## config.mk

```make
export PLATFORM = sky130hd
export DESIGN_NAME = anc_lms_ctrl_flat
export DESIGN_NICKNAME = d
export VERILOG_FILES = /design/src/rtl/anc_pkg.sv /design/src/rtl/anc_lms_ctrl_if.sv /design/src/rtl/anc_lms_ctrl.sv /design/src/flat_wrapper.sv
export SDC_FILE = /design/constraint.sdc
export NUM_CORES = 1
export LEC_CHECK = 0
export ABC_CLOCK_PERIOD_IN_PS = 12700
export CELL_PAD_IN_SITES_DETAIL_PLACEMENT = 1
export CELL_PAD_IN_SITES_GLOBAL_PLACEMENT = 2
export CORE_UTILIZATION = 42
export CTS_BUF_LIST = sky130_fd_sc_hd__clkbuf_8
export CTS_CLUSTER_SIZE = 12
export DETAILED_ROUTE_END_ITERATION = 12
export GPL_TIMING_DRIVEN = 0
export PLACE_DENSITY_LB_ADDON = 0.1
export SYNTH_ARGS = -nofsm -noshare
export SYNTH_HDL_FRONTEND = slang
export SYNTH_SLANG_ARGS = --single-unit
```

## constraint.sdc

```tcl
create_clock -name clk -period 12.7 [get_ports clk]
set_input_delay 2.54 -clock clk [delete_from_list [all_inputs] [get_ports clk]]
set_output_delay 2.54 -clock clk [all_outputs]
set_load 0.03 [all_outputs]
```

## src/rtl/anc_pkg.sv

```systemverilog
// Shared types and helpers for the ANC LMS sample-rate controller.
// Optional feature macro: ANC_ERR_DEADZONE_EN (see anc_lms_ctrl.sv).
package anc_pkg;

    localparam int Q15_W         = 16;
    localparam int PROD_W        = 32;
    localparam int TIMEOUT_DEF   = 512;
    localparam int DZ_THRESH_DEF = 16;

    typedef logic signed [Q15_W-1:0]  q15_t;
    typedef logic signed [PROD_W-1:0] prod_t;

    typedef enum logic [1:0] {
        S_IDLE = 2'd0,
        S_MUL  = 2'd1,
        S_GO   = 2'd2,
        S_WAIT = 2'd3
    } state_e;

    function automatic int wd_width(input int timeout);
        return $clog2(timeout + 1);
    endfunction

    function automatic q15_t sat16(input logic signed [PROD_W:0] v);
        q15_t r;
        if (v > 33'sd32767) begin
            r = 16'sh7fff;
        end else if (v < -33'sd32768) begin
            r = 16'sh8000;
        end else begin
            r = v[Q15_W-1:0];
        end
        return r;
    endfunction

    // 17 bits so that |-32768| is representable
    function automatic logic [Q15_W:0] abs17(input q15_t v);
        logic signed [Q15_W:0] w;
        w = {v[Q15_W-1], v};
        return w[Q15_W] ? 17'(-w) : 17'(w);
    endfunction

endpackage

```

## src/rtl/anc_lms_ctrl_if.sv

```systemverilog
// Controller <-> environment bundle: mic samples, FIR handshake, DAC path, status.
// master = controller side, slave = mics/FIR/DAC side.
interface anc_lms_ctrl_if;

    logic           enable;
    logic           clr_status;
    anc_pkg::q15_t  mu;
    anc_pkg::q15_t  dc_offset;
    anc_pkg::q15_t  ref_in;
    logic           ref_valid;
    anc_pkg::q15_t  err_in;
    logic           err_valid;
    anc_pkg::q15_t  fir_out;
    logic           fir_out_valid;
    logic           fir_done;
    logic           fir_go;
    anc_pkg::q15_t  x_out;
    anc_pkg::q15_t  a_out;
    anc_pkg::q15_t  wadj_out;
    anc_pkg::q15_t  dac_out;
    logic           dac_valid;
    logic           busy;
    logic           overrun;
    logic           timeout_err;

    modport master (
        input  enable, clr_status, mu, dc_offset,
        input  ref_in, ref_valid, err_in, err_valid,
        input  fir_out, fir_out_valid, fir_done,
        output fir_go, x_out, a_out, wadj_out,
        output dac_out, dac_valid, busy, overrun, timeout_err
    );

    modport slave (
        output enable, clr_status, mu, dc_offset,
        output ref_in, ref_valid, err_in, err_valid,
        output fir_out, fir_out_valid, fir_done,
        input  fir_go, x_out, a_out, wadj_out,
        input  dac_out, dac_valid, busy, overrun, timeout_err
    );

endinterface

```

## src/rtl/anc_lms_ctrl.sv

```systemverilog
// ANC LMS controller: pairs x/e samples, forms mu*e, runs the FIR, forwards result to DAC.
// Define ANC_ERR_DEADZONE_EN to zero the weight adjust while |e| < DZ_THRESH.
module anc_lms_ctrl
    import anc_pkg::*;
#(
    parameter int TIMEOUT   = TIMEOUT_DEF,
    parameter int DZ_THRESH = DZ_THRESH_DEF
) (
    input  logic            clk,
    input  logic            rst_n,
    anc_lms_ctrl_if.master  bus
);

    localparam int WD_W = wd_width(TIMEOUT);

    state_e          state_q;
    q15_t            ref_hold_q;
    q15_t            err_hold_q;
    q15_t            err_use_q;
    logic            ref_pend_q;
    logic            err_pend_q;
    logic [WD_W-1:0] wdog_q;

    logic fir_go_q;
    q15_t x_q;
    q15_t a_q;
    q15_t wadj_q;
    q15_t dac_q;
    logic dac_valid_q;
    logic ovr_q;
    logic to_q;

    logic                   consume;
    prod_t                  prod;
    logic signed [PROD_W:0] prod_sh;
    q15_t                   wadj_d;

    assign consume = (state_q == S_IDLE) & bus.enable
                   & ref_pend_q & err_pend_q;

    assign prod    = bus.mu * err_use_q;
    assign prod_sh = $signed({prod[PROD_W-1], prod}) >>> 15;

`ifdef ANC_ERR_DEADZONE_EN
    assign wadj_d = (abs17(err_use_q) < 17'(DZ_THRESH))
                  ? '0 : sat16(prod_sh);
`else
    assign wadj_d = sat16(prod_sh);
`endif

    always_ff @(posedge clk or negedge rst_n) begin
        if (!rst_n) begin
            state_q     <= S_IDLE;
            ref_hold_q  <= '0;
            err_hold_q  <= '0;
            err_use_q   <= '0;
            ref_pend_q  <= 1'b0;
            err_pend_q  <= 1'b0;
            wdog_q      <= '0;
            fir_go_q    <= 1'b0;
            x_q         <= '0;
            a_q         <= '0;
            wadj_q      <= '0;
            dac_q       <= '0;
            dac_valid_q <= 1'b0;
            ovr_q       <= 1'b0;
            to_q        <= 1'b0;
        end else begin
            fir_go_q    <= 1'b0;
            dac_valid_q <= 1'b0;

            // later set events override this clear
            if (bus.clr_status) begin
                ovr_q <= 1'b0;
                to_q  <= 1'b0;
            end

            unique case (state_q)
                S_IDLE: begin
                    if (consume) begin
                        state_q   <= S_MUL;
                        x_q       <= ref_hold_q;
                        a_q       <= bus.dc_offset;
                        err_use_q <= err_hold_q;
                    end
                end
                S_MUL: begin
                    state_q  <= S_GO;
                    wadj_q   <= wadj_d;
                    fir_go_q <= 1'b1;
                end
                S_GO: begin
                    state_q <= S_WAIT;
                    wdog_q  <= WD_W'(1);
                end
                S_WAIT: begin
                    if (bus.fir_done) begin
                        if (bus.fir_out_valid) begin
                            dac_q <= bus.fir_out;
                        end
                        dac_valid_q <= 1'b1;
                        state_q     <= S_IDLE;
                        wdog_q      <= '0;
                    end else if (wdog_q == WD_W'(TIMEOUT)) begin
                        to_q    <= 1'b1;
                        state_q <= S_IDLE;
                        wdog_q  <= '0;
                    end else begin
                        wdog_q <= wdog_q + WD_W'(1);
                    end
                end
                default: state_q <= S_IDLE;
            endcase

            // a strobe on the consume cycle refills the hold without overrun
            if (bus.ref_valid) begin
                ref_hold_q <= bus.ref_in;
                ref_pend_q <= 1'b1;
                if (ref_pend_q && !consume) begin
                    ovr_q <= 1'b1;
                end
            end else if (consume) begin
                ref_pend_q <= 1'b0;
            end

            if (bus.err_valid) begin
                err_hold_q <= bus.err_in;
                err_pend_q <= 1'b1;
                if (err_pend_q && !consume) begin
                    ovr_q <= 1'b1;
                end
            end else if (consume) begin
                err_pend_q <= 1'b0;
            end
        end
    end

    assign bus.fir_go      = fir_go_q;
    assign bus.x_out       = x_q;
    assign bus.a_out       = a_q;
    assign bus.wadj_out    = wadj_q;
    assign bus.dac_out     = dac_q;
    assign bus.dac_valid   = dac_valid_q;
    assign bus.busy        = (state_q != S_IDLE);
    assign bus.overrun     = ovr_q;
    assign bus.timeout_err = to_q;

endmodule
```

## src/flat_wrapper.sv

```systemverilog
// flat-port wrapper written by rule: the top's interface ports become plain ports
module anc_lms_ctrl_flat import anc_pkg::*;
#(
    parameter int TIMEOUT   = TIMEOUT_DEF,
    parameter int DZ_THRESH = DZ_THRESH_DEF
)
  (clk, rst_n, bus_enable, bus_clr_status, bus_mu, bus_dc_offset, bus_ref_in, bus_ref_valid, bus_err_in, bus_err_valid, bus_fir_out, bus_fir_out_valid, bus_fir_done, bus_fir_go, bus_x_out, bus_a_out, bus_wadj_out, bus_dac_out, bus_dac_valid, bus_busy, bus_overrun, bus_timeout_err);
  anc_lms_ctrl_if bus_i ();
  input  logic clk;
  input  logic rst_n;
  input wire logic [$bits(bus_i.enable)-1:0] bus_enable;
  input wire logic [$bits(bus_i.clr_status)-1:0] bus_clr_status;
  input wire logic [$bits(bus_i.mu)-1:0] bus_mu;
  input wire logic [$bits(bus_i.dc_offset)-1:0] bus_dc_offset;
  input wire logic [$bits(bus_i.ref_in)-1:0] bus_ref_in;
  input wire logic [$bits(bus_i.ref_valid)-1:0] bus_ref_valid;
  input wire logic [$bits(bus_i.err_in)-1:0] bus_err_in;
  input wire logic [$bits(bus_i.err_valid)-1:0] bus_err_valid;
  input wire logic [$bits(bus_i.fir_out)-1:0] bus_fir_out;
  input wire logic [$bits(bus_i.fir_out_valid)-1:0] bus_fir_out_valid;
  input wire logic [$bits(bus_i.fir_done)-1:0] bus_fir_done;
  output wire logic [$bits(bus_i.fir_go)-1:0] bus_fir_go;
  output wire logic [$bits(bus_i.x_out)-1:0] bus_x_out;
  output wire logic [$bits(bus_i.a_out)-1:0] bus_a_out;
  output wire logic [$bits(bus_i.wadj_out)-1:0] bus_wadj_out;
  output wire logic [$bits(bus_i.dac_out)-1:0] bus_dac_out;
  output wire logic [$bits(bus_i.dac_valid)-1:0] bus_dac_valid;
  output wire logic [$bits(bus_i.busy)-1:0] bus_busy;
  output wire logic [$bits(bus_i.overrun)-1:0] bus_overrun;
  output wire logic [$bits(bus_i.timeout_err)-1:0] bus_timeout_err;
  assign bus_i.enable = bus_enable;
  assign bus_i.clr_status = bus_clr_status;
  assign bus_i.mu = bus_mu;
  assign bus_i.dc_offset = bus_dc_offset;
  assign bus_i.ref_in = bus_ref_in;
  assign bus_i.ref_valid = bus_ref_valid;
  assign bus_i.err_in = bus_err_in;
  assign bus_i.err_valid = bus_err_valid;
  assign bus_i.fir_out = bus_fir_out;
  assign bus_i.fir_out_valid = bus_fir_out_valid;
  assign bus_i.fir_done = bus_fir_done;
  assign bus_fir_go = bus_i.fir_go;
  assign bus_x_out = bus_i.x_out;
  assign bus_a_out = bus_i.a_out;
  assign bus_wadj_out = bus_i.wadj_out;
  assign bus_dac_out = bus_i.dac_out;
  assign bus_dac_valid = bus_i.dac_valid;
  assign bus_busy = bus_i.busy;
  assign bus_overrun = bus_i.overrun;
  assign bus_timeout_err = bus_i.timeout_err;
  anc_lms_ctrl #(.TIMEOUT(TIMEOUT), .DZ_THRESH(DZ_THRESH)) u_core (.clk(clk), .rst_n(rst_n), .bus(bus_i));
endmodule
```

# Word-level counts from Yosys, hierarchy flattened
# Index checks and enable logic that the tools add are counted.
dict set report totals {
  register_bits 130
  latch_bits 0
  ram_bits 0
  rom_bits 0
  out_inout_bits 69
  wordCells 63
  mem_count 0
}
dict set report op_classes {
  n_addsub 1
  n_mul 1
  div 0
  n_lt_le_gt_ge 2
  eq_ne 6
  shifts 0
  muxes 24
  bitwise_logic 3
  reduce_logical 11
}
# op n
set ops {}
lappend ops {{$mul 16x16->32} 1}
lappend ops {{$mux 16} 2}
lappend ops {{$mux 10} 2}
lappend ops {{$pmux 10 s2} 1}
lappend ops {{$gt 17x16->1 const B} 1}
lappend ops {{$lt 17x16->1 const B} 1}
lappend ops {{$mux 1} 15}
lappend ops {{$add 10x1->10 const B} 1}
lappend ops {{$eq 10x10->1 const B} 1}
lappend ops {{$pmux 2 s4} 1}
lappend ops {{$reduce_bool 2->1} 4}
lappend ops {{$mux 2} 3}
lappend ops {{$eq 2x2->1 const B} 2}
lappend ops {{$reduce_and 2->1} 2}
lappend ops {{$and 1x1->1} 3}
lappend ops {{$ne 3x2->1 const B} 1}
lappend ops {{$reduce_and 3->1} 1}
lappend ops {{$eq 2x1->1 const B} 1}
lappend ops {{$logic_and 1x1->1} 2}
lappend ops {{$logic_not 2->1} 1}
lappend ops {{$ne 2x1->1 const B} 1}
lappend ops {{$logic_not 1->1} 1}

# Longest topological paths before layout
dict set report logic_depth {
  ltp_word 10
  ltp_mapped 26
}

# Worst setup path before layout
# Ideal clock, no wire load.
dict set report synth_path {
  path_kind {input-to-reg}
  startpoint {input bus_mu[15]}
  endpoint {register u_core.wadj_q[10] (netlist: u_core.bus.wadj_out[10])}
  setup_time_ps 143
  arrival_time_ps 8408
  required_ps 12557
  slack_ps 4149
  stages 22
  path_buffers 3
  cell_sequence {clkbuf_1 > nand2_1 > inv_1 > fa_1 > fa_1 > fa_1 > fa_1 > fa_1 > inv_1 > fa_1 > inv_1 > ha_1 > clkbuf_1 > a21oi_2 > o21ai_0 > nor2b_1 > o21bai_1 > o21ai_2 > or4_4 > o211ai_4 > buf_12 > o22ai_2}
}
dict set report synth_via {
  elab_chain_cells 4
}
# element line
set synth_lines {}
lappend synth_lines {{start: declaration} flat_wrapper.sv:13} ;# input wire logic [$bits(bus_i.mu)-1:0] bus_mu;
lappend synth_lines {{$mul 16x16->32 *} anc_lms_ctrl.sv:41} ;# assign prod = bus.mu * err_use_q;
lappend synth_lines {{$lt 17x16->1} anc_pkg.sv:28} ;# end else if (v < -33'sd32768) begin
lappend synth_lines {{$mux 16} anc_pkg.sv:28}
lappend synth_lines {{$mux 16 *} anc_pkg.sv:26} ;# if (v > 33'sd32767) begin
lappend synth_lines {{end signal: assignment} anc_lms_ctrl.sv:89} ;# wadj_q <= wadj_d;
lappend synth_lines {{end: declaration} anc_lms_ctrl.sv:27} ;# q15_t wadj_q;
# Every way passes the cells marked *; elsewhere a longest branch is shown, timed or not.
# A chain may end at the register's enable or synchronous reset.

# Final worst setup path
dict set report layout_path {
  startpoint {input bus_mu[15]}
  endpoint {register u_core.wadj_q[13] (netlist: u_core.bus.wadj_out[13])}
}
# Same word-level chain as after synthesis.

==> summary by stage <==
Placed design
During placement, the flow inserted port buffers numbering 154. Once placement finished, the instance area stood at 17100 sq um. The detailed placer's ending HPWL is 33200 um.

The congestion estimate from routability-driven global placement came to 0.853.

Route
The post-detailed-route via-to-cell ratio is 5.10. Summed over all layers, the routed wires come to 40400 um. The first detailed-routing pass took 5 iterations. The number of DRC markers in iteration 0 is 501. The count of nets left with antenna violations once routing finished came out at 0. In the final routed layout, each cell accounts on average for 19.3 um. The number of remaining DRC errors is 0. The overall via count from detail_route is 10700.

Cells and area
Summing all non-filler instances in the final layout gives an area of 17500 sq um. The repair_antennas step left the layout with diodes totalling 0. The number of nets in the layout is 2060. The growth of design area from synthesis to finish is 16.9%. The ratio of cells with drive above 1 in the final layout is 9.41%.

Timing
The post-route minimum period is 9810 ps. The setup skew after layout is 23.1 ps. The total negative slack for setup checks is 0 ps. The count of final setup violators is 0.

The top achievable clock speed is 0.102 GHz. The max-slew violation total from the final report is 0. The number of hold violations in the final report is 0.

The worst-margin pin slew is 744 ps. The final critical path takes up 77.3% of the cycle. Measured against its own limit, the worst slew margin works out to 50.4%. Setup repair after global routing left no endpoint under its margin.

Global route
The global route total overflow is 0. The via count of the first global-routing pass was 12200. The first global-routing pass estimated 65300 um of wire. The initial antenna violation count is 0. Entering global routing, the biggest net connects 97 pins.

The global-route usage over all layers is 23.8%.

Clock tree
The longest clock path from root to sink contains 2 buffers. After clock tree synthesis, the clock-pin slew on the worst setup and hold paths is 100 ps. TritonCTS built the clock tree. The number of setup buffers added after CTS is 0. The number of levels the H-tree was split into is 4. The master cell of the clock root buffer is clkbuf_8. The total number of clock tree sinks is 130.

The total of cells resized after clock tree synthesis is 0. At the later pin of the worst-skew pair, clock insertion delay measures 470 ps. Clock tree synthesis inserted a total of 17 buffers. The number of buffers inserted by hold repair at cts is 0.

Synthesis
A synthesized cell averages 10.3 sq um. By area the synthesized netlist is led by fa_1 35%, dfrtp_1 22%, inv_1 7.7%, mux2_2 7.2%, ha_1 7.2%. In this run the biggest area consumer among cell types represents 34.9% of the synthesized area.

The register bit count reported by yosys is 130. The most used flip-flop cell after synthesis is dfrtp_1. The number of nets handed over by synthesis was 1886.

The number of standard cells after synthesis is 1451. The post-synthesis cell area is 15000 sq um. The synthesized design contains 0 enable-type register cells. The number of distinct library cells after synthesis is 56.

Sequential cells were found to cover 21.7% of the synthesized design area. Of all flip-flops after synthesis, the portion carrying an async set or reset was 100%. The cell taking the most area after synthesis is fa_1. The count of synthesis-stage warnings from yosys is 0.

Floorplanning
The starting utilization of the core area is 43.1%. The die covers 36400 sq um. The number of core rows is 68. The region available for standard cell placement spans 34800 sq um. The die boundary height is 191 um.

The die extent in x is 191 um. During I/O placement, the number of pins put on the boundary was 157.

Worst hold path
The endpoint of the worst hold path is u_core.err_use_q[9]$_DFFE_PN0P_. The min-delay analysis places its worst path in the category reg -> reg. In this run the most critical hold path is launched from u_core.err_hold_q[9]$_DFFE_PN0P_. Counting instances, the worst hold path has a depth of 1.

Critical path
The worst-case reg-to-reg path depth is 22. The worst setup path category is in -> reg. The worst register-to-register path ends at u_core.bus.wadj_out[13]$_DFFE_PN0P_. The element type at the critical path start is a primary input. STA classifies the critical path endpoint as a register. The launch point of the worst reg-to-reg path is u_core.err_use_q[1]$_DFFE_PN0P_. At the worst endpoint, the required time is 13030 ps. Data arrives at the worst endpoint at 10140 ps. In this run the register-to-register setup slack is 5180 ps. Of all nets on the critical path, the largest fanout is 10.

Status
The run finished with clean final reports.

Job
The tool flagged a number of max-cap violations equal to 0.
-- cell families after synthesis --
| family | synth area share [%] |
|---|---|
| flops | 21.7 |
| compound gates | 6.59 |
| mux | 7.22 |
| simple gates | 11.6 |
| xor+xnor | 1.52 |
| fa+ha+maj | 42.1 |
| buf+inv | 9.32 |
-- through the flow --
stage | setup slack [ps] | std cells | util [%] | hold WS (ps)
global route | 2550 | 2092 | 50.3 | 511
floorplan | 4150 | 1451 | - | 472
finish | 2890 | 2092 | 50.3 | 495
CTS | 3020 | 2092 | 50.3 | 501
global placement | 2570 | 2060 | 49.1 | 476
detailed placement | 2500 | 2061 | 49.2 | 489
-- state kept, by name, indices dropped and copies added, names as in the netlist, 2 cells and up --
register	flops
u_core.bus.x_out	16
u_core.bus.a_out	16
u_core.err_hold_q	16
u_core.wdog_q	10
u_core.bus.wadj_out	16
u_core.ref_hold_q	16
u_core.bus.dac_out	16
u_core.state_q	2
u_core.err_use_q	16
-- layout make-up --
| cell class | count | area (sq um) |
|---|---|---|
| fillers | 3854 | 17300 |
| multi-input cells | 958 | 10300 |
| flip-flops and latches | 130 | 3250 |
| repair buffers | 155 | 1570 |
| inverters | 306 | 1150 |
| well taps | 455 | 569 |
| clock buffers | 20 | 275 |
| plain buffers | 57 | 248 |
| clock inverters | 11 | 120 |
-- layout by cell type, fill, tap and decap left out, types with 19 or more instances in the layout --
master           instances
a21oi_1                 25
fa_1                   261
clkdlybuf4s50_1        153
o21ai_0                 37
clkbuf_8                20
nand2_1                142
ha_1                    86
nor2_1                  31
mux2_2                  96
clkbuf_1                50
inv_1                  306
dfrtp_1                130
xnor2_1                 19
and2_1                 124
-- worst max-delay path, stage by stage --
cell and delay, ps:
clkdlybuf4s50_1 680, clkbuf_1 530, nand2_1 210, inv_1 180
fa_1 560, fa_1 910, fa_1 530, fa_1 510
fa_1 490, inv_1 50, fa_1 470, inv_1 40
ha_1 260, clkbuf_1 290, nand2_1 170, o21ai_0 330
nor2b_1 230, o21bai_1 120, o21ai_2 240, o21ai_1 220
buf_2 260, a31oi_1 220, o22ai_2 90
-- how the worst max path moves through the flow --
stage / startpoint / end / slack (ps) / depth (start not counted)
finish: bus_mu[15] / u_core.bus.wadj_out[13]$_DFFE_PN0P_ / 2890 / 23
CTS: bus_mu[15] / u_core.bus.wadj_out[13]$_DFFE_PN0P_ / 3020 / 24
floorplan: bus_mu[15] / u_core.bus.wadj_out[10]$_DFFE_PN0P_ / 4150 / 22
global placement: bus_mu[15] / u_core.bus.wadj_out[13]$_DFFE_PN0P_ / 2570 / 23
global route: bus_mu[15] / u_core.bus.wadj_out[12]$_DFFE_PN0P_ / 2550 / 23
detailed placement: bus_mu[15] / u_core.bus.wadj_out[13]$_DFFE_PN0P_ / 2500 / 24
-- routing by layer --
layer	share of wire, %	vias to the layer above	GRT usage [%]
met5	0	-	0
met4	3.1	0	8.86
met3	4.7	59	3.70
met2	51	241	41.0
met1	41	5544	29.9
li1	-	4818	-
-- Yosys cell counts, types with 6 or more instances --
master    number
inv_1        306
fa_1         261
nand2_1      142
dfrtp_1      130
and2_1       124
mux2_2        96
ha_1          86
clkbuf_1      50
o21ai_0       37
nor2_1        31
a21oi_1       25
xnor2_1       19
a31oi_1       15
a21o_1        13
nand3_1       13
nand4_1       10
o22ai_2       10
xor2_1         7
nand2b_1       6
o22ai_1        6
Power is left out: the tool's default activity adds up to more than one toggle a clock period on the data nets, which glitch-free logic cannot reach.
